--- src/rtl/spart_pkg.sv ---
// Shared definitions for the SPART baud-rate generator: controller states,
// bus register codes and the power-on divisor.
package spart_pkg;

    typedef enum logic [1:0] {
        RUN  = 2'd0,
        PEND = 2'd1,
        OFF  = 2'd2
    } spart_state_t;

    localparam logic [1:0]  ADDR_DB_LOW  = 2'b10;
    localparam logic [1:0]  ADDR_DB_HIGH = 2'b11;

    // 16x oversample tick period minus one
    localparam logic [15:0] DEFAULT_DIV  = 16'd162;

endpackage

--- src/rtl/spart_baud_ctrl_counter.sv ---
// Reloadable 16-bit down-counter; flags the cycle in which it sits at zero so
// the owner can register a one-cycle tick from it.
module baud_counter #(
    parameter logic [15:0] RESET_VALUE = 16'd162
) (
    input  logic        clk,
    input  logic        rst_n,
    input  logic        enable,
    input  logic        load,
    input  logic [15:0] load_value,
    input  logic [15:0] reload_value,
    output logic        zero
);

    logic [15:0] count;

    // An explicit load always takes priority over the natural zero reload.
    assign zero = enable && !load && (count == 16'd0);

    always_ff @(posedge clk or negedge rst_n) begin
        if (!rst_n) begin
            count <= RESET_VALUE;
        end else if (load) begin
            count <= load_value;
        end else if (!enable) begin
            count <= 16'd0;
        end else if (count == 16'd0) begin
            count <= reload_value;
        end else begin
            count <= count - 16'd1;
        end
    end

endmodule

--- src/rtl/spart_baud_ctrl.sv ---
// SPART baud generator: divisor register pair with staged low byte, rx/tx tick
// generation and receiver phase realignment.
module spart_baud_ctrl #(
    parameter logic [15:0] DEFAULT_DIV = spart_pkg::DEFAULT_DIV,
    parameter logic [4:0]  OVERSAMPLE  = 5'd16
) (
    input  logic       clk,
    input  logic       rst_n,
    input  logic       iocs,
    input  logic       iorw,
    input  logic [1:0] ioaddr,
    input  logic [7:0] databus_in,
    input  logic       rx_resync,
    output logic       rx_tick,
    output logic       tx_tick,
    output logic       div_pending,
    output logic       baud_off
);

    import spart_pkg::*;

    localparam logic [3:0] OVS_LAST = 4'(OVERSAMPLE - 5'd1);
    localparam logic [3:0] OVS_MID  = 4'(OVERSAMPLE >> 1);

    spart_state_t state;
    spart_state_t next_state;

    logic [15:0] divisor;
    logic [7:0]  shadow_low;
    logic [3:0]  ovs;

    logic        bus_write;
    logic        db_low_wr;
    logic        db_high_wr;
    logic [15:0] commit_value;
    logic        baud_en;
    logic        resync_ok;
    logic        cnt_load;
    logic [15:0] cnt_load_value;
    logic        tick_event;

    assign bus_write    = iocs && !iorw;
    assign db_low_wr    = bus_write && (ioaddr == ADDR_DB_LOW);
    assign db_high_wr   = bus_write && (ioaddr == ADDR_DB_HIGH);
    assign commit_value = {databus_in, shadow_low};

    // A zero divisor parks the generator; resync is meaningless without a baud.
    assign baud_en   = (divisor != 16'd0) && (state != OFF);
    assign resync_ok = rx_resync && !db_high_wr && baud_en;

    assign cnt_load       = db_high_wr || resync_ok;
    assign cnt_load_value = db_high_wr ? commit_value : (divisor >> 1);

    baud_counter #(
        .RESET_VALUE (DEFAULT_DIV)
    ) u_counter (
        .clk          (clk),
        .rst_n        (rst_n),
        .enable       (baud_en),
        .load         (cnt_load),
        .load_value   (cnt_load_value),
        .reload_value (divisor),
        .zero         (tick_event)
    );

    always_ff @(posedge clk or negedge rst_n) begin
        if (!rst_n) begin
            state <= RUN;
        end else begin
            state <= next_state;
        end
    end

    always_comb begin
        next_state = state;
        if (db_high_wr) begin
            next_state = (commit_value == 16'd0) ? OFF : RUN;
        end else if (db_low_wr) begin
            next_state = PEND;
        end
    end

    // Status flags and ticks are registered so no input reaches an output
    // combinationally.
    always_ff @(posedge clk or negedge rst_n) begin
        if (!rst_n) begin
            divisor     <= DEFAULT_DIV;
            shadow_low  <= DEFAULT_DIV[7:0];
            ovs         <= 4'd0;
            rx_tick     <= 1'b0;
            tx_tick     <= 1'b0;
            div_pending <= 1'b0;
            baud_off    <= 1'b0;
        end else begin
            div_pending <= (next_state == PEND);
            baud_off    <= (next_state == OFF);
            rx_tick     <= tick_event;
            tx_tick     <= tick_event && (ovs == OVS_LAST);

            if (db_low_wr) begin
                shadow_low <= databus_in;
            end
            if (db_high_wr) begin
                divisor <= commit_value;
            end

            if (db_high_wr || !baud_en) begin
                ovs <= 4'd0;
            end else if (resync_ok) begin
                ovs <= OVS_MID;
            end else if (tick_event) begin
                ovs <= (ovs == OVS_LAST) ? 4'd0 : ovs + 4'd1;
            end
        end
    end

endmodule

--- config.mk ---
export PLATFORM = sky130hd
export DESIGN_NAME = spart_baud_ctrl
export DESIGN_NICKNAME = d
export VERILOG_FILES = /design/src/rtl/spart_pkg.sv /design/src/rtl/spart_baud_ctrl_counter.sv /design/src/rtl/spart_baud_ctrl.sv
export SDC_FILE = /design/constraint.sdc
export NUM_CORES = 1
export LEC_CHECK = 0
export ABC_AREA = 0
export ABC_CLOCK_PERIOD_IN_PS = 8600
export BUFFER_PORTS_ARGS = -buffer_cell sky130_fd_sc_hd__buf_2
export CAP_MARGIN = 20
export CORE_ASPECT_RATIO = 0.6
export CORE_MARGIN = 4
export CORE_UTILIZATION = 45
export DETAILED_ROUTE_END_ITERATION = 16
export PLACE_DENSITY = 0.64
export SYNTH_ARGS = -nofsm -noshare
export SYNTH_HDL_FRONTEND = slang
export SYNTH_HIERARCHICAL = 1
export SYNTH_SLANG_ARGS = --single-unit
--- constraint.sdc ---
create_clock -name clk -period 8.6 [get_ports clk]
set_input_delay 1.72 -clock clk [delete_from_list [all_inputs] [get_ports clk]]
set_output_delay 1.72 -clock clk [all_outputs]
set_load 0.005 [all_outputs]
* Word level (Yosys, flattened, before mapping) *
Index checks and enable logic that the tools add are counted.

storage, ports and cells
  register bits = 50
  bits of input ports = 15
  word-level logic and storage cells = 47

cells by class
  multiplexer cells = 11
  add/sub/neg operators = 2
  reduce and logical (&&, ||, !) cells = 19
  eq/ne operators = 6

operators with widths
  cell                     count
  $mux W16                 4
  $logic_not A16 Y1        2
  $mux W4                  4
  $reduce_bool A16 Y1      1
  $sub A16 B1 Y16 const B  1
  $logic_and A1 B1 Y1      9
  $eq A2 B2 Y1 const B     3
  $mux W2                  3
  $add A4 B1 Y4 const B    1
  $eq A4 B4 Y1 const B     1
  $logic_not A1 Y1         4
  $reduce_bool A3 Y1       1
  $eq A2 B1 Y1 const B     1
  $logic_or A1 B1 Y1       2
  $ne A2 B2 Y1 const B     1

* Longest topological paths before layout *
  depth in word-level cells = 13
  gate-level depth with buffers = 10

* Cells and area by module *
Netlist, hierarchy kept.

modules (own cells, without submodules)
  module           area each (um2)  instances  cells each
  spart_baud_ctrl  1510.2           1          153
  baud_counter     1101.1           1          131

* Least setup slack after synthesis *
No wires, ideal clock.

  path type = input port to flip-flop
  from = input port ioaddr[0]
  to = register ovs[3]
  arrival time = 3.694 ns
  cell stages on the path = 9
  path buffers = 2
  data required time = 8.501 ns
  path slack = 4.807 ns
  setup time = 0.099 ns
  cell sequence = nand4b_1 clkbuf_1 o21ai_2 clkbuf_1 nand2b_1 nor2_1 nand2_1 or3_1 a311oi_1

between the ends
  cells in the longest elaborated chain, start to end = 10

ends and longest elaborated chain
  what                                RTL line                       RTL
  start, declared                     spart_baud_ctrl.sv:11          input logic [1:0] ioaddr,
  $eq A2 B2 Y1 *                      spart_baud_ctrl.sv:44          assign db_high_wr = bus_write && (ioaddr == ADDR_DB_HIGH);
  $logic_and A1 B1 Y1 *               spart_baud_ctrl.sv:44
  $logic_not A1 Y1                    spart_baud_ctrl.sv:49          assign resync_ok = rx_resync && !db_high_wr && baud_en;
  $logic_and A1 B1 Y1 (2 in a row)    spart_baud_ctrl.sv:49
  $logic_or A1 B1 Y1 *                spart_baud_ctrl.sv:51          assign cnt_load = db_high_wr || resync_ok;
  net cnt_load                        spart_baud_ctrl.sv:38          logic cnt_load;
  $logic_not A1 Y1 *                  spart_baud_ctrl_counter.sv:18  assign zero = enable && !load && (count == 16'd0);
  $logic_and A1 B1 Y1 * (2 in a row)  spart_baud_ctrl_counter.sv:18
  net tick_event                      spart_baud_ctrl.sv:40          logic tick_event;
  $reduce_bool A3 Y1 (no line) *      -
  end signal, assigned                spart_baud_ctrl.sv:112         ovs <= (ovs == OVS_LAST) ? 4'd0 : ovs + 4'd1;
  end, declared                       spart_baud_ctrl.sv:30          logic [3:0] ovs;

Mark *: on every way through the listed nets, which the timed path passes. The rest lies on a longest branch.
A chain may end at the register's enable or synchronous reset.

* Final worst setup path *
Same ends and word-level chain as after synthesis.

==> run_results.csv <==
group,metric,value,unit
critical_path,required,8.80,ns
route,drt_iter0_markers,150,
grt,grt.total_usage,19.73,%
grt,grt_remaining_overflow,0,
sta,skew,0.007345,ns
flow_run,maxCapViolCount,0,
layout,area_delta_synth_final,8.768,%
layout,nets,315,
yosys,async_flop_share,100.0,%
floorplanning,rows,21,
grt,grt_pass1_wl,10.85,mm
clock_network,cts_tree,"built",
critical_path,slowest_delay,0.60,ns
pwr,p_total,0.0007494,W
sta,whs,0.5148,ns
layout,final_cell_mix,"81 x nand2_1, 41 x dfrtp_1, 22 x o21ai_0, 18 x buf_2, 12 x nor4_1",
sta,worst_slew_pin_slew,1.088,ns
route,viasPerCell,5.722,
yosys,ys.flop_type,"dfrtp_1",
clock_network,cts-root-buf,"clkbuf_8",
critical_path,cp-start-kind,"primary input",
route,wirelength,6.476,mm
clock_network,htreeDepth,2,
layout,final_layout_size_suffix_gt1_share,17.79,%
route,drc,0,
yosys,syn_area_per_cell,9.195,um^2
yosys,syn_nets,302,
sta,relSlewSlack,26.88,%
critical_path,worst-endpoint-arrival,4.28,ns
critical_path,cp_cell_sequence,"buf_2 -> nand4b_1 -> o21ai_2 -> nand2b_1 -> nor2_1 -> nand2_1 -> or3_1 -> a311oi_1",
route,dr_total_vias,2163,
floorplanning,initial_utilization,46.66,%
sta,setup_viol,0,
grt,grt_pass1_vias,1973,
sta,hold_viol_final,0,
layout,fin_area,2840,um^2
sta,max_freq,0.2453,GHz
yosys,yosysUniqueCellTypes,47,
yosys,syn_inst,284,
clock_network,ctsResizeCount,0,
hold_path,hold_path.class,"register to register",
route,firstDrtPassIters,5,
yosys,ys_ff_latch,50,
grt,antenna_found_initial,0,
clock_network,cts_sinks,50,
critical_path,endpoint_kind,"register",
place,io_buffers,18,
sta,rsz0062_at_grt,"false",
clock_network,clkLatencyLatePin,0.30,ns
clock_network,post_cts_buffers,0,
floorplanning,io_pins,19,
layout,layout.cells.most_common,"nand2_1",
place,gp_congestion,0.8483,
status,status,"finished, final reports clean",
sta,drv_slew,0,
critical_path,crit_fanout,19,
clock_network,clk_path_buf_depth,2,
pwr,ir_worst_vdd,0.00009497,V
sta,fin_crit_sh,47.41,%
clock_network,holdBufCountCts,0,
place,dp_hpwl,4.778,mm
layout,fillers,535,
grt,grt_max_degree,51,
layout,antenna_cells,0,
critical_path,cp_slowest_cell,"nand4b_1",
yosys,synth_edf_count,0,
sta,final.setup.tns,0,ns
yosys,yosys_warnings,6,
place,dpl_cell_area,2760,um^2
route,wl_per_cell,17.13,um
yosys,synth_area,2611,um^2
pwr,power_density,263.9,nW/um^2
route,ant_nets,0,
critical_path,path_class,"primary input to register",
yosys,ys_seq_area_share,48.35,%
pwr,p_leak,1.312,nW
floorplanning,coreArea,5597,um^2
clock_network,cts_made_buffers,5,
floorplanning,dieArea,7125,um^2
floorplanning,die_h,67.01,um
floorplanning,die-width,106.3,um
sta,fin_crit,4.077,ns
clock_network,clk_pin_slew,0.08,ns
per-stage QoR:
| stage | setup slack [ns] | cells | util (%) |
|---|---|---|---|
| after floorplan | 4.807 | 284 | - |
| after global placement | 4.364 | 370 | 49.32 |
| after detailed placement | 4.257 | 370 | 49.32 |
| after CTS | 4.554 | 378 | 50.75 |
| after global routing | 4.326 | 378 | 50.75 |
| final | 4.523 | 378 | 50.75 |
cell families (layout without fill, tap and decap cells):
kind of cell	Yosys count	after routing	share of synthesized area (%)
simple gates	142	142	26.88
compound gates	50	50	13.37
flops	50	50	48.35
buf+inv	22	36	3.306
mux	12	12	4.983
xor+xnor	5	5	1.677
fa+ha+maj	3	3	1.438
sequential cells by signal, summed over array words and instances (netlist names):
| name | count |
|---|---|
| div_pending | 1 |
| u_counter/count | 16 |
| state | 2 |
| rx_tick | 1 |
| ovs | 4 |
| shadow_low | 8 |
| divisor | 16 |
| baud_off | 1 |
| tx_tick | 1 |
cell usage after synthesis (3+ instances only):
cell	instances	area [um^2]
nand2_1	81	304.0
dfrtp_1	41	1026
o21ai_0	22	110.1
nor4_1	12	75.07
clkbuf_1	10	37.54
dfstp_2	9	236.5
inv_1	8	30.03
mux2_2	8	90.09
nor3_1	8	40.04
nor2_1	7	26.28
or4_1	7	52.55
nor2b_1	5	31.28
a21oi_1	4	20.02
mux2i_1	4	40.04
nand2b_1	4	25.02
o31a_1	4	35.03
o31ai_1	4	30.03
a32oi_1	3	26.28
buf_2	3	15.01
ha_1	3	37.54
or4_4	3	33.78
xnor2_1	3	26.28
where the power goes:
part | switching, W | internal [W] | total (W)
logic | 0.000149 | 0.000107 | 0.000255
registers | 0.0000587 | 0.000301 | 0.000359
clock network | 0.0000766 | 0.0000581 | 0.000135
layout make-up:
| type | count | area, um^2 | share of cell area, % |
|---|---|---|---|
| sequential | 50 | 1262 | 44.45 |
| multi-input combinational | 212 | 1262 | 44.45 |
| timing repair buffer | 20 | 105.1 | 3.700 |
| tap | 80 | 100.1 | 3.524 |
| clock buffer | 8 | 80.08 | 2.819 |
| inverter | 8 | 30.03 | 1.057 |
final timing paths:
check	startpoint	to	depth (start not counted)	slack, ns
setup / recovery	ioaddr[0]	ovs[3]	8	4.52
hold / removal	divisor[5]	divisor[5]	2	0.51
setup reg to reg	divisor[8]	ovs[3]	8	5.22
hold reg to reg	divisor[5]	divisor[5]	2	0.51
max in group asynchronous	rst_n	divisor[0]	2	6.66
min in group asynchronous	rst_n	u_counter/count[13]	2	1.51
critical path, delay by kind of cell:
kind / cells / cell delay, ns
and+or+nand+nor: 5 / 1.77
AOI/OAI and AO/OA: 2 / 0.66
buffers and inverters: 1 / 0.12
metal layers:
metal,vias to the layer above,GRT usage [%],share of wire [%]
met4,0,4.200,0.62
met2,73,23.66,37
met1,1056,33.80,55
met5,-,0,0
met3,4,4.066,7.4
li1,1030,-,-
(Power assumes the default switching activity.)
